**src/rtl/aes_loader_pkg.sv**
```systemverilog
// Shared widths, block type and packer FSM encoding for the AES input loader.
package aes_loader_pkg;
  localparam int WORD_W        = 32;
  localparam int BLOCK_W       = 128;
  localparam int WORDS_PER_BLK = 4;

  typedef logic [BLOCK_W-1:0] block_t;

  typedef enum logic {
    PK_IDLE = 1'b0,
    PK_FILL = 1'b1
  } pk_state_e;
endpackage

```
**src/rtl/aes_word_packer.sv**
```systemverilog
// Packs 32-bit words MSW-first into a 128-bit block and checks in_last framing.
module aes_word_packer
  import aes_loader_pkg::*;
(
  input  logic              clk,
  input  logic              rst,
  input  logic              in_valid,
  input  logic              in_ready,
  input  logic [WORD_W-1:0] in_data,
  input  logic              in_last,
  output block_t            block,
  output logic              push,
  output logic              frame_err
);
  pk_state_e                st_q, st_d;
  logic [1:0]               widx_q, widx_d;
  logic [BLOCK_W-1:WORD_W]  asm_q;
  logic                     err_d;
  logic                     accept;
  logic                     last_lane;

  assign accept    = in_valid && in_ready;
  assign last_lane = (st_q == PK_FILL) && (widx_q == 2'd3);
  // The final word bypasses the assembly register so the block is pushed on its accept edge.
  assign block     = {asm_q, in_data};

  always_comb begin
    st_d   = st_q;
    widx_d = widx_q;
    push   = 1'b0;
    err_d  = 1'b0;
    if (accept) begin
      if (!last_lane) begin
        if (in_last) begin
          err_d  = 1'b1;
          st_d   = PK_IDLE;
          widx_d = 2'd0;
        end else begin
          st_d   = PK_FILL;
          widx_d = widx_q + 2'd1;
        end
      end else begin
        st_d   = PK_IDLE;
        widx_d = 2'd0;
        if (in_last) push  = 1'b1;
        else         err_d = 1'b1;
      end
    end
  end

  always_ff @(posedge clk) begin
    if (rst) begin
      st_q      <= PK_IDLE;
      widx_q    <= 2'd0;
      frame_err <= 1'b0;
    end else begin
      st_q      <= st_d;
      widx_q    <= widx_d;
      frame_err <= err_d;
    end
  end

  always_ff @(posedge clk) begin
    if (accept) begin
      case (widx_q)
        2'd0:    asm_q[127:96] <= in_data;
        2'd1:    asm_q[95:64]  <= in_data;
        2'd2:    asm_q[63:32]  <= in_data;
        default: ;
      endcase
    end
  end
endmodule

```
**src/rtl/aes_state_loader.sv**
```systemverilog
// AES input stage: word packer feeding a DEPTH-entry block FIFO with a registered state output.
module aes_state_loader
  import aes_loader_pkg::*;
#(
  parameter int DEPTH = 2
) (
  input  logic              clk,
  input  logic              rst,
  input  logic              in_valid,
  output logic              in_ready,
  input  logic [WORD_W-1:0] in_data,
  input  logic              in_last,
  output block_t            state,
  output logic              state_valid,
  input  logic              state_ready,
  output logic              frame_err,
  output logic [15:0]       blk_count
);
  localparam int PW = (DEPTH > 1) ? $clog2(DEPTH) : 1;
  localparam int OW = $clog2(DEPTH + 1);

  block_t          mem [DEPTH];
  block_t          pk_block;
  block_t          state_q;
  logic [PW-1:0]   wptr, rptr, rptr_n;
  logic [OW-1:0]   occ, occ_n;
  logic [15:0]     cnt_q;
  logic            push, pop;

  function automatic logic [PW-1:0] nxt(input logic [PW-1:0] p);
    return (p == PW'(DEPTH - 1)) ? '0 : p + PW'(1);
  endfunction

  assign in_ready    = (occ < OW'(DEPTH));
  assign state_valid = (occ != '0);
  assign pop         = state_valid && state_ready;
  assign state       = state_q;
  assign blk_count   = cnt_q;

  aes_word_packer u_pk (
    .clk       (clk),
    .rst       (rst),
    .in_valid  (in_valid),
    .in_ready  (in_ready),
    .in_data   (in_data),
    .in_last   (in_last),
    .block     (pk_block),
    .push      (push),
    .frame_err (frame_err)
  );

  always_comb begin
    rptr_n = pop ? nxt(rptr) : rptr;
    case ({push, pop})
      2'b10:   occ_n = occ + OW'(1);
      2'b01:   occ_n = occ - OW'(1);
      default: occ_n = occ;
    endcase
  end

  always_ff @(posedge clk) begin
    if (push) mem[wptr] <= pk_block;
  end

  always_ff @(posedge clk) begin
    if (rst) begin
      wptr    <= '0;
      rptr    <= '0;
      occ     <= '0;
      cnt_q   <= '0;
      state_q <= '0;
    end else begin
      if (push) wptr <= nxt(wptr);
      rptr <= rptr_n;
      occ  <= occ_n;
      if (pop) cnt_q <= cnt_q + 16'd1;
      // If the new head is the slot being written this edge, take the incoming block directly.
      if (occ_n != '0)
        state_q <= (push && (rptr_n == wptr)) ? pk_block : mem[rptr_n];
    end
  end
endmodule
```
**config.mk**
```make
export PLATFORM = sky130hd
export DESIGN_NAME = aes_state_loader
export DESIGN_NICKNAME = d
export VERILOG_FILES = /design/src/rtl/aes_loader_pkg.sv /design/src/rtl/aes_word_packer.sv /design/src/rtl/aes_state_loader.sv
export SDC_FILE = /design/constraint.sdc
export NUM_CORES = 1
export LEC_CHECK = 0
export ABC_AREA = 1
export CORE_MARGIN = 2
export CORE_UTILIZATION = 57
export DETAILED_ROUTE_END_ITERATION = 7
export GPL_TIMING_DRIVEN = 0
export PLACE_DENSITY = 0.84
export SYNTH_ARGS = -nofsm -noshare
export SYNTH_HDL_FRONTEND = slang
export SYNTH_SLANG_ARGS = --single-unit
```
**constraint.sdc**
```tcl
create_clock -name clk -period 9.1 [get_ports clk]
set_clock_uncertainty 0.2 [all_clocks]
set_input_delay 1.82 -clock clk [delete_from_list [all_inputs] [get_ports clk]]
set_output_delay 1.82 -clock clk [all_outputs]
set_load 0.05 [all_outputs]
```
Word level (Yosys, flattened, before mapping)

Memories as Yosys holds them, arrays and structs flattened. A register that Yosys moved wholly into a read port is not among the register bits.
Index checks and enable logic that the tools add are counted.

Memory bits (writable): 256
Memories kept: 1
Register bits after elaboration: 120
Input bits: 37

Add/sub/neg operators: 6
Order comparisons: 1
Bitwise operators: 1
Equality and inequality tests: 5
Mux-type cells: 14
Reductions and logical operators: 10

Memory list:

| name | words | bits a word | rd ports | clocked after memory_dff | wr ports | line                   | RTL |
|---|---|---|---|---|---|---|---|
| mem  | 2     | 128         | 1        | 1                        | 1        | aes_state_loader.sv:22 | `block_t mem [DEPTH];` |

Operators with widths:

| kind                                                                | number |
|---|---|
| 16-bit by 1-bit adder with 16-bit output (second input constant)    | 1 |
| 1-bit 2-to-1 mux                                                    | 11 |
| 2-bit == test (second input constant)                               | 3 |
| 2-bit AND reduction                                                 | 3 |
| 2-bit by 1-bit adder with 2-bit output (second input constant)      | 2 |
| 2-bit by 1-bit == test with 1-bit output (second input constant)    | 2 |
| 2-bit 2-to-1 mux                                                    | 2 |
| 2-bit one-hot mux with 2 select lines                               | 1 |
| 2-bit nonzero test                                                  | 2 |
| 1-bit logical AND                                                   | 3 |
| 1-bit adder (second input constant)                                 | 2 |
| 2-bit zero test                                                     | 1 |
| 2-bit less-than comparator (second input constant)                  | 1 |
| 2-bit OR reduction                                                  | 1 |
| 2-bit by 1-bit subtractor with 2-bit output (second input constant) | 1 |
| 1-bit NOT                                                           | 1 |

Longest topological paths before layout

Gate-level depths: netlist of the first run.

Depth in word-level cells: 7
Depth in mapped cells: 19
Depth with buffers taken out: 16

Hierarchy

From an unflattened synthesis of the first run, not the netlist that was laid out.

Cells, all modules: 2102
Area total of the unflattened synthesis: 20440.9 µm²

Modules (own cells, without submodules):

| module           | area an instance (µm²) | instances | seq. area each (µm²) | cells an instance |
|---|---|---|---|---|
| aes_state_loader | 17048.9                | 1         | 10650.2              | 1939 |
| aes_word_packer  | 3392.0                 | 1         | 2962.8               | 163 |

Worst setup path before layout of the first run

Ideal clock, no wire load.

Kind: in2reg
Start point: input port in_last
End point: memory mem[0][0] in the netlist's numbering, enable pin
Setup slack: 529 ps
Path buffers: 1
Stages: 6
Data required time: 8284 ps
Library setup time: 616 ps
Arrival: 7755 ps
Path through: ha_1 > inv_1 > nor2_2 > buf_2 > inv_1 > nor2_1

Cells in the longest elaborated chain, start to end: 5

RTL lines:

| element                                | line                   | RTL |
|---|---|---|
| start: declaration                     | aes_state_loader.sv:12 | `input logic in_last,` |
| 1-bit 2-to-1 mux                       | aes_word_packer.sv:45  | `if (in_last) push = 1'b1;` |
| 1-bit 2-to-1 mux                       | aes_word_packer.sv:33  | `if (!last_lane) begin` |
| 1-bit 2-to-1 mux                       | aes_word_packer.sv:32  | `if (accept) begin` |
| 1-bit 2-to-1 mux                       | aes_state_loader.sv:62 | `if (push) mem[wptr] <= pk_block;` |
| 1-bit 2-to-1 mux (not written as such) | aes_state_loader.sv:62 |  |
| end: declaration                       | aes_state_loader.sv:22 |  |

Every way passes these cells.

Worst setup path in the final report of the first run

Start point: input port in_last
End point: register state_q[20], in the netlist state[20] (read register of mem)

Cells in the longest elaborated chain, start to end: 6
Elaborated cells between the ends (all ways): 7

RTL lines:

| element                                                                   | line                   | RTL |
|---|---|---|
| 1-bit 2-to-1 mux *                                                        | aes_word_packer.sv:45  |  |
| 1-bit 2-to-1 mux *                                                        | aes_word_packer.sv:33  |  |
| 1-bit 2-to-1 mux *                                                        | aes_word_packer.sv:32  |  |
| 2-bit by 1-bit == test with 1-bit output or 2-bit == test (tied branches) | aes_state_loader.sv:54 | `case ({push, pop})` |
| 2-bit one-hot mux with 2 select lines *                                   | aes_state_loader.sv:54 |  |
| 2-bit nonzero test *                                                      | aes_state_loader.sv:78 | `if (occ_n != '0)` |
| end: declaration                                                          | aes_state_loader.sv:24 | `block_t state_q;` |

Every way passes the cells marked *; elsewhere a longest branch is shown, timed or not.
A chain may end at the register's enable or synchronous reset.

==> metrics, run 1 <==
status=completed; clk root buf=clkbuf_16; sw frac=0.2007; WHS Path Cells=2; Tcrit/Tclk final=0.5490; via count=15,687; cts repair resizes=0; FF-to-FF End=state[20]; Wirelength per Cell=18.97 microns; worst hold path type=register to register; drt initial violations=1,871; CTS hold repair buffers=0; synth unique cells=26; maximum VDD drop=0.0001340 V; Post-Syn Area=20,230 sq um; Synth Area in Compound Gates=0.01268; Hold Vio Cnt, Final=0; I/O Buffers=183; Worst-path clk slew=0.06 ns; GR Overflow Total=0; nets@finish=2,361; register area=13,610 sq um; area of the multi-input gates=5389 sq um; Worst Setup End Kind=register; slew margin rel.=0.1946; Seq/Total Area, Yosys=0.6728; #FFs+latches synth=504; Final Setup Violations=0; Reg-to-Reg Start=u_pk.widx_q[0]; vias in the first global route=15,260; required time of the critical path=9.41 ns; sequential share of power=0.538; cell taking the most area after synthesis=edfxtp_1; Placeable Area=35,220 sq um; Adder-Cell Fraction of Synth Area=0.004947; Clock Sinks=504; Tightest Pin Transition=1.208 ns; Vias/cell=5.569; Logic pwr share=0.020; critical-path maximum fanout=10; Worst R2R Setup Slack=5.13 ns; clock share of power=0.442; GRT Total Usage=0.2895; reg2reg path depth=17; Final Slew Violations=0; Bufs on Longest Clock Path=3; Max Freq=200.2 MHz; drc violations=0; Int Pwr=3.685 mW; Layout area overhead=21.22%; IO Pins=184; Max Cap Viol=0; TritonCTS buffer count=49; Worst Setup Start Kind=primary input; Inst Count DP=2,726; Pwr Density=187.9 nW/um^2; Post-Syn Instances=2,071; Die Ht=192.4 microns; detailed placer's ending HPWL=35,910 microns; ANT nets after route=0; die width=192.4 microns; post-synthesis mux area share=0; Fill cells=2,433; crit path DAT=5.31 ns; RSZ-0062 raised after global routing=no; share of layout cells above drive strength 1=0.06494; placer congestion estimate=0.8716; hold path start=blk_count[15]; WS Path Type=primary input to register; H-tree Lvls=2; share of the synthesized area in the top cell type=0.5224; post-CTS setup buffer count=0; Pleak=9.921 nW; CTS tree=built; ANT cells=0; latest clock arrival within the worst-skew pair=0.59 ns; Post-Synth XOR/XNOR Area=0.001299; Simple-Gate Fraction of Synth Area=0.2455; final WL=53,440 microns; first-pass GRT wire length=80,990 microns; Post-Route Utilization=0.6964; Initial Utilization=0.5745; Non-Filler Instances=2,817; initial antenna violation count=1; die area=37,020 sq um; Worst Hold Endpoint=blk_count[15]; top cells by area, synth=edfxtp_1 (52%), dfxtp_1 (15%), nand2_1 (12%), nand3_1 (7.7%), nor2_1 (4.4%); largest family of logic cells by synthesized area=simple AND/OR/NAND/NOR gates; Syn. warnings=0; syn nets=2,116; largest net degree at the start of global routing=33; Mean Syn Cell Area=9.770 sq um; Final Critical Period=4.996 ns; sw power=0.9253 mW; drt first pass iters=8; Rows=69
[layout by cell type, fill, tap and decap left out, drive strengths merged]
cell type and count:
nand2 640, edfxtp 352, nand3 312, nor2 240, inv 184, clkdlybuf4s50 183, dfxtp 152, clkbuf 127
buf 71, a21oi 37, clkinv 13, o21ai 12, ha 8, nand4 6, nor3 6, bufinv 5
xnor2 2, clkinvlp 2, or2 1, xor2 1, nand3b 1, a211oi 1
[how the worst max path moves through the flow]
stage,from,end,cells after the start
3_3_place_gp,in_last,mem[1][78],7
3_5_place_dp,in_valid,state[111],16
2_1_floorplan,in_last,mem[0][0],6
5_1_grt,in_last,state[118],17
6_report,in_last,state[20],15
4_1_cts,in_last,state[27],17
[cell families after synthesis]
| kind of cell | count (synthesis) |
|---|---|
| AND/OR/NAND/NOR | 1206 |
| flip-flops | 504 |
| buffers and inverters | 300 |
| AO/OA/AOI/OAI | 50 |
| adder cells (fa/ha/maj) | 8 |
| XOR/XNOR | 3 |
[cell type report]
class,count,share of cell area
inverter,182,0.02785
buffer,118,0.02392
timing repair buffer,194,0.08427
multi-input combinational,1267,0.2197
clock inverter,22,0.009845
clock buffer,69,0.05591
tap,461,0.02352
sequential,504,0.5550
[registers in the layout, indices dropped and copies added (netlist names)]
name and count:
u_pk.widx_q 2, mem 256, wptr 1, rptr 1, u_pk.frame_err 1, u_pk.st_q 1, blk_count 16, state 128
u_pk.asm_q 96, occ 2
[synthesized netlist by cell type]
library cell and n:
buf_6 10, nand2_1 636, or2_1 1, inv_2 3, edfxtp_1 352, nor2_2 1, o21ai_0 11, xor2_1 1
inv_1 179, nor3_1 6, dfxtp_1 152, o21ai_2 1, buf_2 37, nand2_2 4, nand3b_1 1, nand4_1 6
nand3_1 310, buf_1 7, buf_4 6, nand3_2 2, clkbuf_1 58, nor2_1 239, xnor2_1 2, ha_1 8
a211oi_1 1, a21oi_1 37
[power groups by stage]
stage | clock (mW) | sequential [mW] | combinational (mW)
final | 2.04 | 2.48 | 0.0931
after CTS | 2.05 | 2.48 | 0.0910
after detailed placement | 0 | 2.53 | 0.0900
after global placement | 0 | 2.53 | 0.0830
after floorplan | 0 | 2.53 | 0.0255
after global routing | 2.14 | 2.48 | 0.0975
[critical path, stage by stage]
cell and delay, ns:
clkdlybuf4s50_1 0.52, ha_1 0.18, inv_1 0.06, nor2_2 0.22
buf_2 0.27, inv_1 0.18, ha_1 0.25, or2_1 0.23
nand3_1 0.08, nand2_1 0.07, nand3_1 0.09, buf_2 0.38
buf_1 0.44, nand3_1 0.30, a21oi_1 0.20
[routing by layer]
| metal | share of wire | up-vias | track usage |
|---|---|---|---|
| li1 | - | 7230 | - |
| met1 | 0.36 | 7364 | 0.3692 |
| met2 | 0.48 | 939 | 0.4798 |
| met3 | 0.11 | 154 | 0.05546 |
| met4 | 0.047 | 0 | 0.1368 |
| met5 | 0 | - | 0 |
[through the flow]
step / power, mW / setup WS, ns / cell area (sq um) / TNS [ns] / hold WS (ns)
after floorplan: 2.555 / 0.5286 / 20230 / 0 / 0.2450
final: 4.610 / 4.104 / 24530 / 0 / 0.2644
after global placement: 2.610 / -3.302 / 22640 / -839.26 / 0.2492
after global routing: 4.720 / 3.901 / 24530 / 0 / 0.2839
after CTS: 4.619 / 4.180 / 24530 / 0 / 0.2619
after detailed placement: 2.618 / 3.654 / 22920 / 0 / 0.2592
Power figures use the tool's default switching activity.
==> inputs of run 2 (changes only) <==
Settings changed: CORE_UTILIZATION 57 to 52, PLACE_DENSITY 0.84 to 0.81.
Clock period 9.1 ns to 4.05 ns, I/O delays scaled along.
==> run 2 against run 1 <==
Compared with the run above:
- cell area is 0.77% higher
- combinational power is 120% higher
- register-to-register slack worse by 4.9 ns
- global-route usage is 2.7 points lower
- sequential power is 120% higher
- wire length is 1.2% higher
- clock power is 130% higher
- first-iteration DRC count is 17% lower
- critical path depth stayed put
- die area is 9.4% higher
- flip-flop and latch count stayed put
- non-clock buffer count is 1 higher
- critical path type unchanged
- highest routed layer unchanged
==> metrics, run 2 (synthesized netlist as in run 1, its figures left out) <==
status=completed; Non-Filler Instances=2,876; drt initial violations=1,547; Pwr Density=427.6 nW/um^2; sw power=2.100 mW; ANT nets after route=0; critical-path maximum fanout=10; final WL=54,080 microns; die area=40,510 sq um; most common cell after layout, fill and taps aside=nand2_1; sequential share of power=0.527; Vias/cell=5.373; Post-Route Utilization=0.6410; sw frac=0.1987; H-tree Lvls=2; GRT Total Usage=0.2624; I/O Buffers=183; drt first pass iters=5; Max Cap Viol=0; crit path DAT=4.15 ns; share of layout cells above drive strength 1=0.06701; Logic pwr share=0.020; slew margin rel.=0.08206; hold path start=state[123]; first-pass GRT wire length=82,500 microns; GR Overflow Total=0; latest clock arrival within the worst-skew pair=0.58 ns; Setup TNS Final=0 ns; initial antenna violation count=2; nets@finish=2,362; required time of the critical path=4.32 ns; drc violations=0; Hold Vio Cnt, Final=0; TritonCTS buffer count=49; placer congestion estimate=0.8865; worst hold path type=register to register; Wirelength per Cell=18.80 microns; ANT cells=0; Max Freq=257.7 MHz; Initial Utilization=0.5248; Int Pwr=8.468 mW; WS Path Type=primary input to register; Tcrit/Tclk final=0.9582; max reg flops=256; Final Setup Violations=0; Worst-path clk slew=0.06 ns; worst hold margin=0.2663 ns; die width=201.3 microns; Placeable Area=38,560 sq um; RSZ-0062 raised after global routing=no; largest reg by FF count=mem; Design Area, Final=24,720 sq um; Tightest Pin Transition=1.377 ns; Inst Count DP=2,784; Rows=72; FF-to-FF End=state[54]; CP endpoint=state[54]; Final Slew Violations=0; vias in the first global route=15,050; Layout area overhead=22.15%; maximum VDD drop=0.0002913 V; largest net degree at the start of global routing=33; CTS tree=built; DP Area=23,010 sq um; clock share of power=0.453; Reg-to-Reg Start=u_pk.widx_q[0]; Die Ht=201.3 microns; Worst Setup Start Kind=primary input; Worst R2R Setup Slack=0.21 ns; Pleak=9.976 nW; most frequent cells in the layout=nand2_1 (636), edfxtp_1 (352), nand3_1 (310); Clock Sinks=504; via count=15,454; Final Critical Period=3.881 ns; Worst Setup End Kind=register; Bufs on Longest Clock Path=3; IO Pins=184; detailed placer's ending HPWL=36,510 microns; reg2reg path depth=17; CP startpoint=in_last; clk root buf=clkbuf_16
## run 2: cell types whose count changed in the layout (fill, tap and decap cells not counted), sizes merged
cell	previous run	this run
buf	71	67
bufinv	5	8
clkinv	13	17
inv	184	183
## run 2: power by group through the flow
stage               Sequential, mW  Clock (mW)  Combinational [mW]
floorplan                     5.68           0              0.0574
global placement              5.68           0               0.187
detailed placement            5.68           0               0.203
CTS                           5.57        4.82               0.204
global route                  5.57        5.01               0.218
finish                        5.57        4.79               0.208
## run 2: metal layers
layer,vias to the layer above,wire length (microns),global-route usage
li1,7236,-,-
met1,7244,20600,0.3423
met2,811,25410,0.4288
met3,163,5444,0.04730
met4,0,2624,0.1239
met5,-,0,0
## run 2: area by class of cell
class | count | area, sq um
flip-flops and latches | 504 | 13610
well taps | 518 | 648.1
repair buffers | 195 | 2087
inverters | 182 | 683.2
multi-input cells | 1267 | 5389
plain buffers | 118 | 596.8
fillers | 2876 | 13840
clock inverters | 28 | 344.1
clock buffers | 64 | 1355
## run 2: what timing repair did
item                       4_1_cts  5_1_grt
hold buffers                     0        0
resized for setup                0        5
setup endpoints to repair        0       74
setup buffers                    0        0
## run 2: critical path, cell delays in order
cell and delay, ns:
clkdlybuf4s50_1 0.52, ha_1 0.17, inv_1 0.05, nor2_2 0.20, clkbuf_4 0.26, inv_1 0.16, ha_1 0.36, inv_1 0.10
nand4_1 0.17, nand3_1 0.16, buf_2 0.38, buf_1 0.40, nand3_1 0.25, nand2_1 0.12, inv_1 0.04
## run 2: worst min path at each step
stage,to,cells after the start
6_report,state[123],2
2_1_floorplan,mem[0][100],0
3_5_place_dp,state[45],2
3_3_place_gp,blk_count[15],2
4_1_cts,mem[1][68],0
5_1_grt,mem[1][32],0
## run 2: metrics by stage
step | total power, mW | setup slack (ns)
2_1_floorplan | 5.740 | -1.356
3_3_place_gp | 5.866 | -4.041
3_5_place_dp | 5.883 | -0.4481
4_1_cts | 10.59 | 0.06598
5_1_grt | 10.80 | 0.0004210
6_report | 10.57 | 0.1692
==> inputs of run 3 (changes only) <==
Settings changed: SYNTH_HIERARCHICAL set to 1.
==> run 3 against run 2 <==
Compared with the run above:
- first-iteration DRC count rose by 36%
- combinational power rose by 13%
- maximum frequency fell by 1.2%
- non-clock buffer count rose by 31
- worst hold slack improved by 0.0018 ns
- via count rose by 2.0%
- sequential share of layout area fell by 0.22 points
- largest power group unchanged
==> metrics, run 3 <==
status=completed; die width=202.3 microns; Final Setup Violations=0; DP Area=23,220 sq um; critical path's slowest cell=clkdlybuf4s50_1; CP startpoint=in_valid; reg2reg path depth=17; Post-Syn Area=20,440 sq um; Max Cap Viol=0; final WL=55,050 microns; Seq/Total Area, Yosys=0.6660; I/O Buffers=183; Crit path max-delay family=buffers and inverters; Pleak=10.09 nW; DP Worst Slack=-0.4605 ns; ANT cells=0; Placeable Area=38,740 sq um; Max Freq=254.7 MHz; CTS tree=built; Bufs on Longest Clock Path=3; H-tree Lvls=2; fraction of registers with async set/reset=0; share of layout cells above drive strength 1=0.08718; Critical Path Stages=17; Power, Total=10.26 mW; Post-Syn Instances=2,102; FF-to-FF End=state[40]; slew margin rel.=0.1560; Worst Setup Start Kind=primary input; Initial Utilization=0.5277; most common cell after layout, fill and taps aside=nand2_1; Non-Filler Instances=2,904; Worst R2R Setup Slack=0.39 ns; share of the synthesized area in the top cell type=0.5171; Tcrit/Tclk final=0.9696; post-CTS setup buffer count=0; WS Path Type=primary input to register; die area=40,910 sq um; Pwr Density=413.5 nW/um^2; Design Area, Final=24,820 sq um; final worst slack=0.1231 ns; Post-synth top cells=nand2_1 (638), edfxtp_1 (352), nand3_1 (309); Rows=72; nets@finish=2,391; Worst Setup End Kind=register; worst hold margin=0.2681 ns; most frequent cell after synthesis=nand2_1; critical path, cell by cell=clkdlybuf4s50_1, nand2_8, nor3_2, clkbuf_2, clkbuf_8, clkbuf_8, inv_4, ha_1, inv_1, nand4_1, nand3_1, clkbuf_4, buf_2, nor2_1, nor2_1, nand2_1, inv_1; crit path DAT=4.23 ns; Syn. warnings=6; Clock Sinks=504; Final Critical Period=3.927 ns; via count=15,766; Post-synth EDFFs=352; synth unique cells=30; TritonCTS buffer count=49; GR Overflow Total=0; Die Ht=202.3 microns; placer congestion estimate=0.8492; Final Slew Violations=0; Mean Syn Cell Area=9.724 sq um; CP endpoint=state[40]; area of the multi-input gates=5389 sq um; Fill cells=2,932; Vias/cell=5.429; Wirelength per Cell=18.96 microns; GRT Total Usage=0.2641; Tightest Pin Transition=1.266 ns; initial antenna violation count=3; IO Pins=184; required time of the critical path=4.36 ns; register area=13,610 sq um; first-pass GRT wire length=83,210 microns; drc violations=0; worst hold path type=register to register; largest reg by FF count=mem; crit path buf inv count=9; #FFs+latches synth=504; vias in the first global route=15,027; Inst Count DP=2,814; Critical Path Max Stage Delay=0.60 ns; syn nets=2,146; Layout area overhead=21.40%; drt first pass iters=7; maximum VDD drop=0.0003018 V; most frequent cells in the layout=nand2_1 (638), edfxtp_1 (352), nand3_1 (309); drt initial violations=2,109; ANT nets after route=0; top cells by area, synth=edfxtp_1 (52%), dfxtp_1 (15%), nand2_1 (12%), nand3_1 (7.6%), nor2_1 (4.4%); Hold Vio Cnt, Final=0; latest clock arrival within the worst-skew pair=0.57 ns; Worst-path clk slew=0.06 ns; critical-path maximum fanout=10; largest net degree at the start of global routing=36; Reg-to-Reg Start=u_pk/widx_q[1]; clk root buf=clkbuf_16; cell taking the most area after synthesis=edfxtp_1; max reg flops=256; detailed placer's ending HPWL=36,770 microns; Synth Flop Type=edfxtp_1
run 3: changes by cell type after synthesis, moves of 4 or more:
cell / before / now
a21oi_1: 37 / 32
buf_2: 37 / 63
buf_4: 6 / 36
buf_6: 10 / 2
clkbuf_1: 58 / 43
o21ai_0: 11 / 7
run 3: what timing repair did:
item	CTS	global route
resized for setup	0	5
hold buffers	0	0
endpoints found under the setup margin	0	55
run 3: area by class of cell:
| cell class | instances | area share |
|---|---|---|
| sequential | 504 | 0.5486 |
| multi-input combinational | 1263 | 0.2172 |
| timing repair buffer | 194 | 0.08299 |
| clock buffer | 71 | 0.05914 |
| buffer | 150 | 0.03318 |
| inverter | 185 | 0.02829 |
| tap | 518 | 0.02612 |
| clock inverter | 19 | 0.004538 |
run 3: worst min-delay path, stage by stage, from the launching register on:
cell and delay (ns):
dfxtp_1 0.31, nand2_1 0.06, a21oi_1 0.05
run 3: worst min path at each step:
stage | end | cells after the start | startpoint | slack, ns
CTS | mem[1][57] | 0 | u_pk/asm_q[57] | 0.27
global placement | mem[1][34] | 0 | u_pk/asm_q[34] | 0.25
finish | state[0] | 2 | state[0] | 0.27
detailed placement | mem[0][57] | 0 | u_pk/asm_q[57] | 0.26
global route | state[69] | 2 | state[69] | 0.28
floorplan | u_pk/st_q | 2 | u_pk/st_q | 0.24
run 3: stage by stage:
stage,utilization,TNS [ns]
after floorplan,-,0
after detailed placement,0.5995,-48.29
after global placement,0.5931,-560.62
after CTS,0.6403,0
final,0.6406,0
after global routing,0.6406,-0.004481
run 3: routing by layer:
metal,part of all wire,routed length [microns],GRT usage
met3,0.093,5110,0.04128
met5,0,0,0
met2,0.47,26120,0.4308
met1,0.38,21160,0.3479
met4,0.048,2654,0.1257
run 3: cells by family (layout without fill, tap and decap cells):
| kind of cell | count (synthesis) | count (layout) | share of synthesized area |
|---|---|---|---|
| AOI/OAI and AO/OA | 46 | 46 | 0.01255 |
| and+or+nand+nor | 1208 | 1208 | 0.2436 |
| DFF | 504 | 504 | 0.6660 |
| buffers and inverters | 335 | 619 | 0.07278 |
| adders and majority gates | 7 | 7 | 0.004285 |
| xor gates and xnor gates | 2 | 2 | 0.0008571 |
run 3: power by group:
part           switching [mW]  internal, mW  total (mW)  leakage (nW)
Clock                    1.89          2.57        4.46         0.777
Sequential             0.0290          5.54        5.57          4.41
Combinational           0.159        0.0764       0.235          4.90
Total                    2.07          8.19        10.3          10.1
